$ cat config.mk
export PLATFORM = sky130hd
export DESIGN_NAME = mem_access_unit
export DESIGN_NICKNAME = d
export VERILOG_FILES = /design/src/rtl/mem_access_pkg.sv /design/src/rtl/mem_access_unit_lane.sv /design/src/rtl/mem_access_unit.sv
export SDC_FILE = /design/constraint.sdc
export NUM_CORES = 1
export LEC_CHECK = 0
export CAP_MARGIN = 20
export CORE_MARGIN = 2
export CORE_UTILIZATION = 51
export DETAILED_ROUTE_END_ITERATION = 7
export HOLD_SLACK_MARGIN = 0.12
export PLACE_DENSITY = 0.82
export SLEW_MARGIN = 25
export SYNTH_ARGS = -nofsm -noshare
export SYNTH_HDL_FRONTEND = slang
export SYNTH_SLANG_ARGS = --single-unit
export TNS_END_PERCENT = 30
$ cat constraint.sdc
create_clock -name clk -period 7.2 [get_ports clk]
set_input_delay 1.44 -clock clk [delete_from_list [all_inputs] [get_ports clk]]
set_output_delay 1.44 -clock clk [all_outputs]
set_load 0.01 [all_outputs]
$ cat src/rtl/mem_access_pkg.sv
// Shared constants, FSM states and request legality check for the load/store unit.
package mem_access_pkg;

    localparam logic [2:0] F3_B  = 3'b000;
    localparam logic [2:0] F3_H  = 3'b001;
    localparam logic [2:0] F3_W  = 3'b010;
    localparam logic [2:0] F3_BU = 3'b100;
    localparam logic [2:0] F3_HU = 3'b101;

    typedef enum logic [1:0] {
        ST_IDLE,
        ST_RD,
        ST_WR,
        ST_RESP
    } state_t;

    // High when the request is an illegal funct3 for its direction or misaligned.
    function automatic logic access_error(input logic is_store, input logic [2:0] funct3,
                                          input logic [1:0] offset);
        logic legal;
        logic aligned;
        legal   = 1'b1;
        aligned = 1'b1;
        case (funct3)
            F3_B:    ;
            F3_H:    aligned = ~offset[0];
            F3_W:    aligned = (offset == 2'b00);
            F3_BU:   legal = ~is_store;
            F3_HU: begin
                legal   = ~is_store;
                aligned = ~offset[0];
            end
            default: legal = 1'b0;
        endcase
        return !(legal && aligned);
    endfunction

endpackage

$ cat src/rtl/mem_access_unit_lane.sv
// Byte-lane logic: load extract/extend and sub-word store merge into a 32-bit word.
module lsu_byte_lane
    import mem_access_pkg::*;
(
    input  logic [31:0] word,
    input  logic [31:0] new_data,
    input  logic [2:0]  funct3,
    input  logic [1:0]  offset,
    output logic [31:0] load_data,
    output logic [31:0] store_data
);

    logic [7:0]  byte_sel;
    logic [15:0] half_sel;

    always_comb begin
        byte_sel = word[{offset, 3'b000} +: 8];
        half_sel = offset[1] ? word[31:16] : word[15:0];

        case (funct3)
            F3_B:    load_data = {{24{byte_sel[7]}}, byte_sel};
            F3_H:    load_data = {{16{half_sel[15]}}, half_sel};
            F3_W:    load_data = word;
            F3_BU:   load_data = {24'h000000, byte_sel};
            F3_HU:   load_data = {16'h0000, half_sel};
            default: load_data = '0;
        endcase

        store_data = word;
        case (funct3)
            F3_B:    store_data[{offset, 3'b000} +: 8]   = new_data[7:0];
            F3_H:    store_data[{offset[1], 4'b0000} +: 16] = new_data[15:0];
            F3_W:    store_data = new_data;
            default: ;
        endcase
    end

endmodule

$ cat src/rtl/mem_access_unit.sv
// Load/store initiator: one request per handshake, sub-word stores done as read-modify-write.
module mem_access_unit
    import mem_access_pkg::*;
(
    input  logic        clk,
    input  logic        reset,
    input  logic        req_valid,
    output logic        req_ready,
    input  logic        req_write,
    input  logic [2:0]  req_funct3,
    input  logic [31:0] req_addr,
    input  logic [31:0] req_wdata,
    output logic        resp_valid,
    output logic        resp_error,
    output logic [31:0] resp_rdata,
    output logic [31:0] mem_address,
    output logic [31:0] mem_write_data,
    output logic        mem_write,
    input  logic [31:0] mem_read_data
);

    state_t      state, state_next;
    logic        write_q;
    logic        err_q;
    logic [2:0]  funct3_q;
    logic [31:0] addr_q, wdata_q, data_q, rdata_q;
    logic        req_err;
    logic [31:0] lane_word, load_data, store_data;

    assign req_err = access_error(req_write, req_funct3, req_addr[1:0]);

    // One lane unit serves both paths: extract from live read data in RD, merge into data_q in WR.
    assign lane_word = (state == ST_RD) ? mem_read_data : data_q;

    lsu_byte_lane u_lane (
        .word       (lane_word),
        .new_data   (wdata_q),
        .funct3     (funct3_q),
        .offset     (addr_q[1:0]),
        .load_data  (load_data),
        .store_data (store_data)
    );

    always_ff @(posedge clk) begin
        if (reset) begin
            state    <= ST_IDLE;
            write_q  <= 1'b0;
            err_q    <= 1'b0;
            funct3_q <= '0;
            addr_q   <= '0;
            wdata_q  <= '0;
            data_q   <= '0;
            rdata_q  <= '0;
        end else begin
            state <= state_next;
            case (state)
                ST_IDLE: if (req_valid) begin
                    write_q  <= req_write;
                    funct3_q <= req_funct3;
                    addr_q   <= req_addr;
                    wdata_q  <= req_wdata;
                    err_q    <= req_err;
                    if (req_err) rdata_q <= '0;
                end
                ST_RD: begin
                    data_q <= mem_read_data;
                    if (!write_q) rdata_q <= load_data;
                end
                ST_WR:   rdata_q <= '0;
                default: ;
            endcase
        end
    end

    always_comb begin
        state_next = state;
        case (state)
            ST_IDLE: if (req_valid) begin
                if (req_err)                              state_next = ST_RESP;
                else if (req_write && req_funct3 == F3_W) state_next = ST_WR;
                else                                      state_next = ST_RD;
            end
            ST_RD:   state_next = write_q ? ST_WR : ST_RESP;
            ST_WR:   state_next = ST_RESP;
            ST_RESP: state_next = ST_IDLE;
            default: state_next = ST_IDLE;
        endcase
    end

    assign req_ready      = (state == ST_IDLE);
    assign resp_valid     = (state == ST_RESP);
    assign resp_error     = (state == ST_RESP) && err_q;
    assign resp_rdata     = rdata_q;
    assign mem_address    = {addr_q[31:2], 2'b00};
    assign mem_write      = (state == ST_WR) && !reset;
    assign mem_write_data = mem_write ? store_data : '0;

endmodule

==> results.md, run 1 <==
- Sw frac: 0.378
- Startpoint Class: input port
- Rows: 42
- Async SR Flop Fraction: 0
- Main area contributors after synthesis: dfxtp_1 (40%), nand2_1 (8.4%), a21oi_1 (6.8%)
- Die X: around 120 um
- Final TNS setup: 0 ns
- WL final: between 20 and 25 mm
- DR vias: roughly 6500
- RSZ-0062 raised after global routing: no
- Yosys cell types: 56
- Largest net degree at the start of global routing: 65
- Headroom to the max-slew limit: 0.313
- Placeable Area: approximately 13000 um2
- Max-slew violations: 0
- Vias per inst: 5.83
- Post-Syn Area per Cell: roughly 8.6 um2
- Full die area: about 14000 um2
- Crit path kind: in -> out
- Tcrit/Tclk final: 0.723
- Initial antenna violation count: 0
- Gpl congestion: approximately 0.9
- H-Tree Depth: 4
- PwrDens: about 330 nW/um2
- Tot Pwr: ~3.1 mW
- Io pins: ~200
- DRC: 0
- Most common cell after layout, fill and taps aside: clkdlybuf4s50_1
- Clk root buf: clkbuf_16
- IO buf count: 200
- Die Y: 120 um
- Post-CTS Setup Inserts: 0
- HPWL after DPL: approximately 14 mm
- Antenna-violating nets left: 0
- Post-route clock skew: a little over 0.009 ns
- Synth Register Bits: between 100 and 150
- Combinational power share: 0.405
- Share of the synthesized area in the top cell type: 0.396
- F_max: a little under 200 MHz
- CTS tree: done
- Reg clk slew, reported paths: roughly 0.060 ns
- Min-Delay Path Class: reg -> reg
- # setup viols final: 0
- Dominant synthesized flop cell: dfxtp_1
- Diode count: 0
- Post-Synthesis Cells: around 790
- Worst-path maximum fanout: between 40 and 50
- Total grt overflow: 0
- GRT Total Usage: 0.283
- # hold bufs at CTS: 0
- Starting density of the core: 0.519
- Final hold vios: 0
- Reg power frac: 0.323
- First drt pass iteration count: 5
- Area grow syn2layout: 34.9%
- Worst setup EP type: output port
- Synthesis warning total: 0
- Psw: 1.16 mW
- Slew of the pin with the lowest slew margin: roughly 1 ns
- First-pass GRT wire length: 31.7 mm
- CTS resizes: 0
- Share of layout cells above drive strength 1: 0.0959
- Nets: between 1000 and 1500
- Post-synthesis sequential area ratio: 0.396
- Most frequent cells in the layout: clkdlybuf4s50_1 (199), nand2_1 (151), dfxtp_1 (134)
- Max_cap viols: 0
- Clk sink count: around 140
- Int Pwr: about 1.9 mW
- Clock power share: 0.272
- Outcome: completed
- EDFF count, synth: 0
- CTS buffer count: 17
- Post-synth design cell area: approximately 6800 um2
- Arrival time worst endpoint: 3.77 ns
- Vias in the first global route: ~5900
- Fin crit period: around 5.2 ns
- Initial detailed-routing violation count: roughly 660
- Bufs on Longest Clock Path: 2
- DR WL/cell: 18.5 um
- Max VDD drop: 0.000226 V
- Worst skew pair latency: around 0.4 ns
- WP data required: 5.76 ns
- Leakage power: 3.39 nW
- Post-synth top area cell: dfxtp_1
[stage by stage]
step | std cells | cell area (um2) | utilization | hold WS (ns) | setup slack [ns]
finish | 1114 | 9210 | 0.701 | 0.450 | 1.99
global route | 1114 | 9210 | 0.701 | 0.467 | 1.83
CTS | 1114 | 9200 | 0.700 | 0.450 | 1.91
detailed placement | 1082 | 8630 | 0.657 | 0.442 | 2.07
global placement | 1082 | 8620 | 0.656 | 0.438 | 2.08
floorplan | 790 | 6830 | - | 0.432 | 3.11
[final timing paths]
| path | from | end | slack [ns] | cells after the start |
|---|---|---|---|---|
| min | err_q$_SDFFE_PP0P_ | err_q$_SDFFE_PP0P_ | 0.45 | 2 |
| min reg2reg | err_q$_SDFFE_PP0P_ | err_q$_SDFFE_PP0P_ | 0.45 | 2 |
| max | reset | mem_write_data[18] | 1.99 | 8 |
| max reg2reg | state[1]$_SDFFE_PP0N_ | resp_rdata[30]$_SDFFE_PP0P_ | 4.12 | 7 |
[logic make-up after synthesis]
kind of cell	after synthesis	synth area share
flops	135	0.396
buf+inv	111	0.0845
other cells	1	0.000550
compound gates	229	0.229
mux	49	0.0943
fa+ha+maj	9	0.0165
simple gates	255	0.179
[power by group through the flow]
stage	sequential (mW)	clock (mW)	combinational, mW
final	0.995	0.836	1.24
after CTS	0.990	0.848	1.23
after global routing	1.01	0.879	1.34
after floorplan	0.965	0	0.877
after global placement	0.998	0	1.20
after detailed placement	1.00	0	1.22
[registers in the layout, summed over array words and instances, names as in the netlist]
name,count
funct3_q,3
addr_q,32
err_q,1
write_q,1
resp_rdata,32
data_q,32
wdata_q,32
state,2
[synthesized netlist by cell type, drive strengths merged (7+ instances only)]
cell type  instances
a21o               8
a21oi             94
a221o             17
a222oi             8
a22o              21
a22oi              7
a32oi             18
buf               55
clkbuf            39
dfxtp            135
ha                 9
inv               16
mux2              22
mux2i             18
mux4               9
nand2            152
nand2b             7
nand3              8
nor2              36
nor2b             24
o21ai             19
o221ai             7
o22ai              7
o2bb2ai            8
[worst max-delay path: stages]
cell	delay, ns
buf_4	0.39
nand2b_1	0.18
buf_4	0.24
clkinv_1	0.28
nand2_1	0.43
o22ai_1	0.14
a21o_1	0.17
clkdlybuf4s50_1	0.47
[layout make-up]
class	instances	area [um2]
Clock buffer	19	453
Clock inverter	13	118
Fill cell	1054	3930
Inverter	17	63.8
Multi-Input combinational cell	544	3570
Sequential cell	135	2700
Tap cell	176	220
Timing Repair Buffer	210	2070
[per-layer routing]
metal / vias up / track usage / routed length (um)
li1: 3074 / - / -
met1: 3040 / 0.388 / 8970
met4: 0 / 0.126 / 683
met3: 51 / 0.0765 / 1760
met5: - / 0 / 0
met2: 332 / 0.419 / 9250
(Power assumes the default switching activity.)
==> run 2: changes to the inputs <==
Settings changed: CORE_UTILIZATION 51 to 48, PLACE_DENSITY 0.82 to 0.77.
Clock period 7.2 ns to 5.4 ns, I/O delays scaled along.
==> results.md, run 2 (synthesized netlist as in run 1, its figures left out) <==
- Outcome: completed
- CTS tree: done
- CP top delay family: buffers and inverters
- Area grow syn2layout: 34.8%
- Post-Layout Cell Count: approximately 1100
- Worst reg-to-reg path cell count: 6
- Fin crit period: ~4.6 ns
- Worst reg-to-reg setup slack: roughly 2.6 ns
- Leakage power: between 3 and 4 nW
- PwrDens: ~440 nW/um2
- Vias per inst: ~5.7
- CP max stage delay: 0.88 ns
- Worst Hold Path Cells: 2
- Share of layout cells above drive strength 1: 0.0937
- Rows: 43
- Bufs on Longest Clock Path: 2
- Final setup margin: approximately 0.76 ns
- Starting density of the core: 0.492
- IO buf count: 200
- Tcrit/Tclk final: 0.859
- Initial antenna violation count: 0
- F_max: roughly 220 MHz
- Post-CTS Setup Inserts: 0
- # hold bufs at CTS: 0
- Hold Crit Start: addr_q[22]$_SDFFE_PP0P_
- Crit path from: addr_q[1]$_SDFFE_PP0P_
- Antenna-violating nets left: 0
- CTS resizes: 0
- Placeable Area: 13900 um2
- Gpl congestion: 0.882
- Max-slew violations: 0
- Worst setup EP type: output port
- Clk sink count: 135
- Worst skew pair latency: about 0.42 ns
- Full die area: about 15000 um2
- DR WL/cell: roughly 19 um
- Diode count: 0
- CTS buffer count: 17
- Min-Delay Path Class: reg -> reg
- Total grt overflow: 0
- WP buf/inv: 3
- DR vias: 6434
- Placed cells: about 1100
- Final hold vios: 0
- Nets: about 1000
- First-pass GRT wire length: approximately 32 mm
- Slowest-stage cell, CP: dfxtp_1
- Place WS: between 1 and 1.5 ns
- Io pins: approximately 200
- Reg-to-reg endpoint: resp_rdata[20]$_SDFFE_PP0P_
- GRT Total Usage: 0.270
- Final TNS setup: 0 ns
- First drt pass iteration count: 6
- RSZ-0062 raised after global routing: no
- Worst-path maximum fanout: 21
- Die Y: 123 um
- RR Startpoint: state[1]$_SDFFE_PP0N_
- Post-route clock skew: approximately 0.009 ns
- Initial detailed-routing violation count: slightly above 700
- Most common cell after layout, fill and taps aside: clkdlybuf4s50_1
- DRC: 0
- Max_cap viols: 0
- # setup viols final: 0
- Vias in the first global route: 5901
- WL final: between 20 and 25 mm
- Slew of the pin with the lowest slew margin: approximately 1 ns
- Headroom to the max-slew limit: 0.326
- Clk root buf: clkbuf_16
- H-Tree Depth: 4
- Most frequent cells in the layout: clkdlybuf4s50_1 (199), nand2_1 (151), dfxtp_1 (134)
- Reg clk slew, reported paths: approximately 0.06 ns
- WP data required: approximately 4.3 ns
- Largest net degree at the start of global routing: 105
- HPWL after DPL: approximately 15 mm
- CP Cell Sequence: inv_1 > ha_1 > nor4bb_1 > buf_4 > and3_1 > o21ai_0 > a21oi_1 > clkdlybuf4s50_1
- Final core occ: 0.663
- Arrival time worst endpoint: between 3 and 4 ns
- Min-Delay Endpoint: addr_q[22]$_SDFFE_PP0P_
- Crit path kind: reg -> out
- Startpoint Class: register
- Die X: roughly 120 um
- Max VDD drop: between 0.0002 and 0.0003 V
run 2: changes by cell type in the layout (fill, tap and decap cells not counted), moves of 2 or more:
cell	delta
clkinv_2	-2
clkinvlp_4	+2
nor4bb_1	+2
nor4bb_2	-2
run 2: worst max path at each step:
stage	end	slack, ns	cells past startpoint
finish	mem_write_data[28]	0.76	8
floorplan	mem_write_data[28]	2.01	9
global route	mem_write_data[28]	0.56	8
global placement	mem_write_data[29]	1.28	8
detailed placement	mem_write_data[28]	1.24	8
CTS	mem_write_data[28]	0.78	8
run 2: metal layers:
metal	share of wire	global-route usage	vias to the layer above	wire [um]
met2	0.46	0.411	306	9480
met1	0.44	0.378	3010	9160
met5	0	0	-	0
met4	0.021	0.0852	0	439
li1	-	-	3076	-
met3	0.079	0.0664	42	1650
run 2: area by class of cell:
class	count	area, um2
Tap cell	180	225
Inverter	17	63.8
Timing Repair Buffer	211	2100
Clock buffer	20	457
Fill cell	1210	4680
Clock inverter	12	92.6
Multi-Input combinational cell	544	3560
Sequential cell	135	2700
run 2: where the power goes:
group          leakage, nW  switching (mW)  total [mW]  internal (mW)
registers             1.10           0.150        1.33           1.18
logic                 2.02           0.941        1.66          0.718
clock network        0.260           0.459        1.08          0.616
run 2: stage by stage:
step	total power [mW]	hold slack (ns)	cell area (um2)
final	4.06	0.451	9200
after floorplan	2.46	0.432	6830
after CTS	4.06	0.454	9200
after detailed placement	2.98	0.446	8650
after global placement	2.96	0.440	8650
after global routing	4.28	0.468	9200
run 2: worst register-to-register path: cells and delay by family (launching register included):
| family | cells | cell delay [ns] |
|---|---|---|
| AND/OR/NAND/NOR | 3 | 1.60 |
| adder cells (fa/ha/maj) | 1 | 0.53 |
| flip-flops | 1 | 0.34 |
| AO/OA/AOI/OAI | 1 | 0.22 |
| buffers and inverters | 1 | 0.09 |
